## config.mk

```make
export PLATFORM = sky130hd
export DESIGN_NAME = adder_result_fifo
export DESIGN_NICKNAME = d
export VERILOG_FILES = /design/src/rtl/adder_result_fifo.sv
export SDC_FILE = /design/constraint.sdc
export NUM_CORES = 1
export LEC_CHECK = 0
export ABC_AREA = 0
export BUFFER_PORTS_ARGS = -buffer_cell sky130_fd_sc_hd__buf_2
export CORE_MARGIN = 2
export CORE_UTILIZATION = 50
export CTS_CLUSTER_DIAMETER = 60
export DETAILED_ROUTE_END_ITERATION = 10
export HOLD_SLACK_MARGIN = 0.08
export PLACE_DENSITY_LB_ADDON = 0.1
export SLEW_MARGIN = 20
export SYNTH_ARGS = -nofsm -noshare
export SYNTH_HDL_FRONTEND = slang
export SYNTH_SLANG_ARGS = --single-unit
```

## constraint.sdc

```tcl
create_clock -name clk -period 2.2 [get_ports clk]
set_clock_uncertainty 0.1 [all_clocks]
set_input_delay 0.22 -clock clk [delete_from_list [all_inputs] [get_ports clk]]
set_output_delay 0.22 -clock clk [all_outputs]
set_load 0.02 [all_outputs]
```

## src/rtl/adder_result_fifo.sv

```systemverilog
// Result queue behind the adder: first-word fall-through from registered storage, head visible the cycle after a push.
// No backpressure toward the adder; results arriving while full with no pop are dropped and counted (sticky overflow).
module adder_result_fifo #(
  parameter int NOF_BITS = 8,
  parameter int DEPTH    = 4
) (
  input  logic                      clk,
  input  logic                      rst,
  input  logic [NOF_BITS-1:0]       in_data,
  input  logic                      in_done,
  output logic [NOF_BITS-1:0]       out_data,
  output logic                      out_valid,
  input  logic                      out_ready,
  output logic [$clog2(DEPTH):0]    count,
  output logic                      full,
  output logic                      empty,
  input  logic                      clr_ovf,
  output logic                      overflow,
  output logic [7:0]                drop_cnt
);

  localparam int AW = $clog2(DEPTH);
  localparam int CW = AW + 1;
  localparam logic [CW-1:0] FULL_CNT = CW'(DEPTH);

  logic [NOF_BITS-1:0] r_mem [DEPTH];
  logic [AW-1:0]       r_wr_ptr;
  logic [AW-1:0]       r_rd_ptr;
  logic [CW-1:0]       r_count;
  logic                r_overflow;
  logic [7:0]          r_drop_cnt;

  logic w_empty;
  logic w_full;
  logic w_pop;
  logic w_push;
  logic w_drop;

  assign w_empty = (r_count == '0);
  assign w_full  = (r_count == FULL_CNT);
  assign w_pop   = !w_empty && out_ready;
  // A pop in the same cycle frees the slot, so a full queue still accepts.
  assign w_push  = in_done && (!w_full || w_pop);
  assign w_drop  = in_done && w_full && !w_pop;

  always_ff @(posedge clk) begin
    if (rst) begin
      r_wr_ptr <= '0;
      r_rd_ptr <= '0;
      r_count  <= '0;
    end else begin
      if (w_push) r_wr_ptr <= r_wr_ptr + AW'(1);
      if (w_pop)  r_rd_ptr <= r_rd_ptr + AW'(1);
      case ({w_push, w_pop})
        2'b10:   r_count <= r_count + CW'(1);
        2'b01:   r_count <= r_count - CW'(1);
        default: r_count <= r_count;
      endcase
    end
  end

  // Storage is deliberately left unreset; only pointers and count define contents.
  always_ff @(posedge clk) begin
    if (w_push && !rst) r_mem[r_wr_ptr] <= in_data;
  end

  // A drop in the clearing cycle wins, so it is never silently lost.
  always_ff @(posedge clk) begin
    if (rst) begin
      r_overflow <= 1'b0;
      r_drop_cnt <= 8'd0;
    end else if (clr_ovf) begin
      r_overflow <= w_drop;
      r_drop_cnt <= w_drop ? 8'd1 : 8'd0;
    end else if (w_drop) begin
      r_overflow <= 1'b1;
      r_drop_cnt <= (r_drop_cnt == 8'hFF) ? 8'hFF : r_drop_cnt + 8'd1;
    end
  end

  assign out_data  = w_empty ? '0 : r_mem[r_rd_ptr];
  assign out_valid = !w_empty;
  assign count     = r_count;
  assign full      = w_full;
  assign empty     = w_empty;
  assign overflow  = r_overflow;
  assign drop_cnt  = r_drop_cnt;

endmodule

```

==> flow_metrics.tcl, run 1 <==
set metrics [dict create \
    clk_transition_reported_paths_ns 0.09 \
    fp.dieArea_um2 4910 \
    cp_data_arrival_time_ns 2.18 \
    total_track_usage_pct 17.2 \
    maxSlewHeadroom_pct 70.3 \
    reg2regPathDepth 6 \
    setup_tns_ns 0 \
    final_antenna_net_count 0 \
    crit_path_from "count[2]" \
    grt_setup_unrepaired "no" \
    grt_pass1_wl_um 6530 \
    crit_path_start_kind "flip-flop" \
    rows 24 \
    synth_largest_type_area_fraction_pct 44.0 \
    totalPowerFinal_w 0.00227 \
    timing_worst_slew_pin_value_ns 0.445 \
    worstSetupPathType "reg -> reg" \
    worstSkewPairLatency_ns 0.30 \
    syn_area_um2 2180 \
    cellLeakagePower_nw 1.02 \
    slew_viol_final 0 \
    synth_area_leader_cell "sky130_fd_sc_hd__edfxtp_1" \
    post_synth_main_area_contributors "sky130_fd_sc_hd__edfxtp_1, sky130_fd_sc_hd__dfxtp_1, sky130_fd_sc_hd__mux4_2" \
    finalCoreUtilization_pct 62.3 \
    fill_cells 335 \
    worst_path_max_delay_cell "sky130_fd_sc_hd__fa_1" \
    post_synth_edffs 32 \
    busiest_metal_layer_after_global_routing "met2" \
    grt_pass1_vias 1475 \
    max-clock-path-buffers 2 \
    ys.warnings.count 0 \
    power.share.clock_pct 33.4 \
    synthToLayoutAreaGrowth_pct 22.5 \
    post_route_cells_drive_above_1_share_pct 32.7 \
    initialDrtViolationCount 87 \
    antenna_found_initial 0 \
    totalWireLength_um 3980 \
    switching_share_pct 25.3 \
    dp_hpwl_um 2720 \
    comb_power_share_pct 19.8 \
    postSynthAreaPerCell_um2 13.3 \
    post_route_clock_period_utilization_pct 93.9 \
    grt_remaining_overflow 0 \
    clock.fmax_ghz 0.484 \
    r2r_start "count[2]" \
    crit_path_max_fanout 2 \
    dominantRegCellSynth "sky130_fd_sc_hd__edfxtp_1" \
    htree_levels 2 \
    critical_path_endpoint_category "flip-flop" \
    route.vias.total 1450 \
    tritoncts.num_buffers 5 \
    design.portCount 36 \
    async_reset_ff_share_pct 0 \
    detail_route.wl_per_cell_um 14.9 \
    gp_congestion 0.777 \
    vdd_drop_max_uv 619 \
    yosys_register_bits 50 \
    maxCapViolCount 0 \
    p_seq_share_pct 46.8 \
    n_diodes 0 \
    cts_num_sinks 50 \
    cts_root_buffer "sky130_fd_sc_hd__clkbuf_8" \
    power_switching_w 0.000574 \
    initial_utilization_pct 50.9 \
    die_h_um 70.1 \
    worst_hold_startpoint "clr_ovf" \
    synth_cells 164 \
    grt_start_max_net_pins 17 \
    internal_power_summed_over_all_cells_w 0.00170 \
    post_cts.repair.setup_buffers 0 \
    max_stage_delay_ns 0.41 \
    global_route.usage.met1_pct 19.3 \
    hold_ws_ns 0.110 \
    status "finished, final reports clean" \
    postSynthNetCount 183 \
    final-setup-viol-count 0 \
    numPortBuffers 35 \
    sequential_share_of_the_synthesized_area_pct 60.5 \
    synth_most_common_cell "sky130_fd_sc_hd__edfxtp_1" \
    cts_tree "yes" \
    drt-pass1-iter-count 4 \
    nets 232 \
    min_path_type "in -> reg" \
    hold_violations 0 \
    grt.met3_usage_pct 4.47 \
    viasPerCell 5.45 \
    met2_layer_usage_reported_by_global_route_pct 31.5 \
    hold_path_depth 4 \
    drt_drc_violations_left 0 \
    power-per-cell-area_nw_per_um2 849 \
    crit_required_ns 2.31 \
    die_w_um 70.1 \
    ys_types 40 \
    fp.coreArea_um2 4290 \
    synth.top_cells.by_count "sky130_fd_sc_hd__edfxtp_1, sky130_fd_sc_hd__dfxtp_1, sky130_fd_sc_hd__and2_1, sky130_fd_sc_hd__nor2_1, sky130_fd_sc_hd__mux4_2" \
    path_cells "or3_4, nand2_2, or2_2, fa_1, or3_1, a221oi_2" \
    finalCriticalPeriod_ns 2.07 \
]
critical path, delay by kind of cell (launching register included):
| family | cells | cell delay [ns] |
|---|---|---|
| AO/OA/AOI/OAI | 1 | 0.21 |
| adder cells (fa/ha/maj) | 1 | 0.41 |
| flip-flops | 1 | 0.33 |
| AND/OR/NAND/NOR | 4 | 0.94 |
routing by layer:
metal | part of all wire (%) | vias up
met1 | 42 | 703
met2 | 53 | 32
met5 | 0 | -
met4 | 1.6 | 0
met3 | 3.4 | 6
li1 | - | 709
logic make-up after synthesis:
logic type      after synthesis  synth area share, %
compound gates               18                 5.61
xor+xnor                      5                 2.00
fa+ha+maj                     6                 3.78
buf+inv                      14                 2.58
flops                        50                 60.5
mux                          10                 9.16
simple gates                 61                 16.4
power groups by stage:
stage	clock [W]	combinational, W	sequential [W]
2_1_floorplan	0	0.000280	0.00110
3_3_place_gp	0	0.000421	0.00108
3_5_place_dp	0	0.000432	0.00108
4_1_cts	0.000775	0.000444	0.00106
5_1_grt	0.000821	0.000494	0.00107
6_report	0.000759	0.000451	0.00106
state kept, by name, indices dropped and copies added, names as in the netlist, named ones only:
signal and cells:
r_wr_ptr 2, count 3, drop_cnt 8, r_mem 32, overflow 1, r_rd_ptr 2
cells in the final DEF, fill, tap and decap left out, drive strengths merged, types with 3 or more instances in the layout:
master,n
a21oi,4
a31oi,4
and2,13
buf,41
clkbuf,5
dfxtp,18
dlygate4sd3,8
edfxtp,32
ha,5
inv,7
mux4,8
nand2,4
nand2b,3
nand3,4
nor2,14
nor3,6
or2,3
xor2,4
stage by stage:
stage | instance area [um2] | std cells | setup slack (ns)
4_1_cts | 2660 | 266 | 0.0307
3_3_place_gp | 2440 | 250 | 0.118
3_5_place_dp | 2440 | 250 | 0.0533
2_1_floorplan | 2190 | 164 | 0.0526
6_report | 2680 | 266 | 0.133
5_1_grt | 2680 | 266 | 0.0457
timing repair:
item,4_1_cts,5_1_grt
setup endpoints to repair,0,1
hold buffers,8,0
hold endpoints to repair,32,0
resized for setup,0,3
final cells by class:
class / instances / area [um2] / share of cell area [%]
Clock inverter: 3 / 68.8 / 2.57
Tap cell: 52 / 65.1 / 2.43
Timing Repair Buffer: 49 / 300 / 11.2
Clock buffer: 5 / 68.8 / 2.57
Multi-Input combinational cell: 100 / 821 / 30.7
Sequential cell: 50 / 1330 / 49.5
Inverter: 7 / 26.3 / 0.982
path summary, 6_finish.rpt:
path,to,slack (ns)
worst max-delay path,count[1],0.13
worst min-delay path,overflow,0.11
worst max register to register,count[1],0.13
worst min register to register,overflow,0.36
Power figures use the tool's default switching activity.
==> run 2: changes to the inputs <==
CORE_ASPECT_RATIO = 2   (was unset)
TNS_END_PERCENT = 5   (was unset)
==> flow_metrics.tcl, run 2 (same netlist as run 1, synthesis figures left out) <==
set metrics [dict create \
    slew_viol_final 0 \
    r2r_start "count[2]" \
    worstSkewPairLatency_ns 0.30 \
    timing.hold.worst_endpoint "overflow" \
    tritoncts.num_buffers 5 \
    max-clock-path-buffers 2 \
    detail_route.wl_per_cell_um 14.1 \
    post_route_clock_period_utilization_pct 96.4 \
    comb_power_share_pct 22.3 \
    drt-pass1-iter-count 4 \
    top_register "r_mem" \
    timing_worst_slew_pin_value_ns 0.436 \
    rows 34 \
    dp_hpwl_um 2720 \
    hold_path_depth 4 \
    final-setup-viol-count 0 \
    die_w_um 50.7 \
    worstSetupPathType "reg -> reg" \
    crit_path_start_kind "flip-flop" \
    internal_power_summed_over_all_cells_w 0.00149 \
    nets 233 \
    totalPowerFinal_w 0.00208 \
    switching_share_pct 28.3 \
    vdd_drop_max_uv 581 \
    grt_remaining_overflow 0 \
    hold_violations 0 \
    finalCriticalPeriod_ns 2.12 \
    final_cell_mix "sky130_fd_sc_hd__buf_2, sky130_fd_sc_hd__edfxtp_1, sky130_fd_sc_hd__dfxtp_1" \
    place.detailed.instances 252 \
    min_path_type "in -> reg" \
    cts_root_buffer "sky130_fd_sc_hd__clkbuf_8" \
    power-per-cell-area_nw_per_um2 785 \
    route.vias.total 1424 \
    grt_pass1_vias 1389 \
    crit_path_max_fanout 2 \
    placement.setup.worst_slack_ns 0.0584 \
    post_route_cells_drive_above_1_share_pct 33.5 \
    design.portCount 36 \
    clk_transition_reported_paths_ns 0.09 \
    fp.dieArea_um2 4950 \
    cp_data_arrival_time_ns 2.23 \
    crit_required_ns 2.31 \
    synthToLayoutAreaGrowth_pct 21.3 \
    p_seq_share_pct 51.1 \
    stdcell_count 269 \
    numPortBuffers 35 \
    cts_num_sinks 50 \
    cellLeakagePower_nw 1.01 \
    grt_start_max_net_pins 19 \
    grt_pass1_wl_um 6350 \
    antenna_found_initial 0 \
    drt_drc_violations_left 0 \
    finalCoreUtilization_pct 62.3 \
    initial_utilization_pct 51.4 \
    largest_reg_flops 32 \
    worstReg2RegEnd "count[1]" \
    final_antenna_net_count 0 \
    clock.fmax_ghz 0.472 \
    r2r_slack_ns 0.08 \
    die_h_um 97.5 \
    worst_hold_startpoint "clr_ovf" \
    totalWireLength_um 3800 \
    total_track_usage_pct 17.1 \
    htree_levels 2 \
    power.share.clock_pct 26.7 \
    layout_commonest_cell "sky130_fd_sc_hd__buf_2" \
    maxSlewHeadroom_pct 70.9 \
    status "finished, final reports clean" \
    gp_congestion 0.817 \
    viasPerCell 5.29 \
    cts_tree "yes" \
    initialDrtViolationCount 31 \
    fp.coreArea_um2 4250 \
    n_diodes 0 \
    timing.final.ws_setup_ns 0.0793 \
    critical_path_endpoint_category "flip-flop" \
    reg2regPathDepth 6 \
    power_switching_w 0.000589 \
    maxCapViolCount 0 \
]
==> run 2: final cells by class <==
cell class                      count  area [um2]
Fill cell                         369        1600
Multi-Input combinational cell    100         826
Clock buffer                        5        68.8
Sequential cell                    50        1330
Clock inverter                      3        28.8
Tap cell                           54        67.6
Timing Repair Buffer               50         308
Inverter                            7        26.3
==> run 2: per-stage QoR <==
| step | TNS [ns] | cell area (um2) | hold WS (ns) |
|---|---|---|---|
| detailed placement | 0 | 2450 | 0.341 |
| floorplan | 0 | 2190 | 0.219 |
| CTS | 0 | 2620 | 0.115 |
| finish | 0 | 2650 | 0.115 |
| global route | -0.0157 | 2650 | 0.146 |
| global placement | 0 | 2450 | 0.334 |
==> run 2: metal layers <==
metal | GRT usage (%) | up-vias | wire [um]
met5 | 0 | - | 0
met4 | 6.24 | 0 | 53
li1 | - | 707 | -
met3 | 3.38 | 4 | 116
met2 | 27.2 | 28 | 1900
met1 | 23.1 | 685 | 1730
==> run 2: how the worst max path moves through the flow <==
stage               startpoint        to  slack [ns]  depth (start not counted)
floorplan             count[2]  count[1]        0.05                          6
global placement      count[2]  count[1]        0.09                          6
detailed placement    count[2]  count[1]        0.06                          6
CTS                   count[2]  count[1]        0.01                          6
global route          count[2]  count[1]       -0.02                          6
finish                count[2]  count[1]        0.08                          6
==> run 2: worst max-delay path: stages, from the launching register on <==
cell and delay [ns]:
sky130_fd_sc_hd__dfxtp_2 0.33, sky130_fd_sc_hd__or3_4 0.39, sky130_fd_sc_hd__nand2_2 0.07, sky130_fd_sc_hd__or2_2 0.12, sky130_fd_sc_hd__fa_1 0.41, sky130_fd_sc_hd__or3_4 0.38
sky130_fd_sc_hd__a221oi_2 0.24
==> run 2: power by group through the flow <==
stage	Combinational, W	Clock (W)	Sequential (W)
5_1_grt	0.000511	0.000605	0.00107
2_1_floorplan	0.000280	0	0.00110
3_3_place_gp	0.000425	0	0.00108
4_1_cts	0.000443	0.000572	0.00106
6_report	0.000463	0.000555	0.00106
3_5_place_dp	0.000431	0	0.00108
==> run 2: timing repair <==
item                       4_1_cts  5_1_grt
hold endpoints to repair        32        0
setup endpoints to repair        0        1
hold buffers                     8        0
gates resized for setup          0        4
buffers inserted                 0        1
==> run 3: changes to the inputs <==
clock period = 2.3 ns   (was 2.2 ns; I/O delays follow)
==> flow_metrics.tcl, run 3 (same netlist as run 1, synthesis figures left out) <==
set metrics [dict create \
    grt_pass1_wl_um 6390 \
    viasPerCell 5.23 \
    synthToLayoutAreaGrowth_pct 19.5 \
    power_switching_w 0.000553 \
    worstSkewPairLatency_ns 0.31 \
    antenna_found_initial 0 \
    total_track_usage_pct 18.0 \
    crit_path_max_fanout 2 \
    setup_tns_ns 0 \
    layout_commonest_cell "sky130_fd_sc_hd__buf_2" \
    p_seq_share_pct 52.1 \
    die_h_um 97.5 \
    final_cell_mix "sky130_fd_sc_hd__buf_2, sky130_fd_sc_hd__edfxtp_1, sky130_fd_sc_hd__dfxtp_1" \
    die_w_um 50.7 \
    clock.fmax_ghz 0.461 \
    gp_congestion 0.781 \
    post_cts.repair.setup_buffers 0 \
    vdd_drop_max_uv 677 \
    totalWireLength_um 4040 \
    grt_setup_unrepaired "no" \
    crit_required_ns 2.42 \
    grt_pass1_vias 1318 \
    numPortBuffers 35 \
    status "finished, final reports clean" \
    nets 232 \
    comb_power_share_pct 21.6 \
    design.portCount 36 \
    internal_power_summed_over_all_cells_w 0.00139 \
    min_path_type "in -> reg" \
    fp.coreArea_um2 4250 \
    fill_cells 368 \
    crit_path_start_kind "flip-flop" \
    drt-pass1-iter-count 4 \
    rows 34 \
    multi_input_comb_area_um2 807 \
    initial_utilization_pct 51.4 \
    cellLeakagePower_nw 0.991 \
    layout.area.seq_um2 1320 \
    hold_violations 0 \
    largest_reg_flops 32 \
    fp.dieArea_um2 4950 \
    timing_worst_slew_pin_value_ns 0.446 \
    detail_route.wl_per_cell_um 15.1 \
    drt_drc_violations_left 0 \
    finalCriticalPeriod_ns 2.17 \
    power.share.clock_pct 26.4 \
    final-setup-viol-count 0 \
    switching_share_pct 28.4 \
    power-per-cell-area_nw_per_um2 746 \
    dp_hpwl_um 2700 \
    post_route_clock_period_utilization_pct 94.3 \
    route.vias.total 1402 \
    cts_tree "yes" \
    maxCapViolCount 0 \
    worstSetupPathType "reg -> reg" \
    clk_transition_reported_paths_ns 0.09 \
    slew_viol_final 0 \
    grt_remaining_overflow 0 \
    final_antenna_net_count 0 \
    cts_root_buffer "sky130_fd_sc_hd__clkbuf_8" \
    maxSlewHeadroom_pct 70.3 \
    max-clock-path-buffers 2 \
    n_diodes 0 \
    tritoncts.num_buffers 5 \
    cp_data_arrival_time_ns 2.29 \
    top_register "r_mem" \
    critical_path_endpoint_category "flip-flop" \
    post_route_cells_drive_above_1_share_pct 29.4 \
    cts_num_sinks 50 \
    grt_start_max_net_pins 17 \
    initialDrtViolationCount 21 \
    htree_levels 2 \
    hold_ws_ns 0.107 \
]
[run 3: changes by cell type in the layout (fill, tap and decap cells not counted), moves of 2 or more]
cell                      delta
sky130_fd_sc_hd__or3_4       -2
sky130_fd_sc_hd__dfxtp_2     -3
sky130_fd_sc_hd__or3_1       +2
sky130_fd_sc_hd__dfxtp_1     +3
[run 3: what timing repair did]
item	4_1_cts	5_1_grt
resized for setup	0	0
hold endpoints to repair	32	0
hold buffers	8	0
[run 3: area by class of cell]
cell class,count,share of cell area (%)
clock buffer,5,2.64
clock inverter,3,0.767
inverter,7,1.01
multi-input combinational,100,30.9
sequential,50,50.6
tap,54,2.59
timing repair buffer,49,11.5
[run 3: per-layer routing]
layer	GRT usage (%)	up-vias	wire length (um)
met1	24.8	659	1810
met5	0	-	0
met3	5.08	6	151
met4	7.48	0	78
met2	26.5	33	2000
li1	-	704	-
[run 3: path summary, 6_finish.rpt]
path / start / end / slack, ns / cells after the start
max: count[2] / count[1] / 0.13 / 6
min: clr_ovf / overflow / 0.11 / 4
max reg2reg: count[2] / count[1] / 0.13 / 6
min reg2reg: overflow / overflow / 0.36 / 2
[run 3: power groups by stage]
| stage | clock, W | combinational [W] | sequential [W] |
|---|---|---|---|
| after floorplan | 0 | 0.000267 | 0.00105 |
| after global placement | 0 | 0.000408 | 0.00103 |
| after detailed placement | 0 | 0.000415 | 0.00104 |
| after CTS | 0.000527 | 0.000427 | 0.00101 |
| after global routing | 0.000565 | 0.000462 | 0.00102 |
| final | 0.000513 | 0.000420 | 0.00101 |
[run 3: per-stage QoR]
stage	setup slack [ns]	power [W]	util (%)	instance area, um2	cells
2_1_floorplan	0.0520	0.00131	-	2180	164
3_3_place_gp	0.212	0.00144	57.4	2440	252
3_5_place_dp	0.146	0.00145	57.4	2440	252
4_1_cts	0.107	0.00197	61.4	2610	268
5_1_grt	0.0440	0.00205	61.4	2610	268
6_report	0.131	0.00195	61.4	2610	268
[run 3: worst max-delay path, cell delays in order, from the launching register on]
cell	delay, ns
sky130_fd_sc_hd__dfxtp_1	0.32
sky130_fd_sc_hd__or3_1	0.39
sky130_fd_sc_hd__nand2_1	0.11
sky130_fd_sc_hd__or2_2	0.13
sky130_fd_sc_hd__fa_1	0.43
sky130_fd_sc_hd__or3_1	0.38
sky130_fd_sc_hd__a221oi_1	0.23
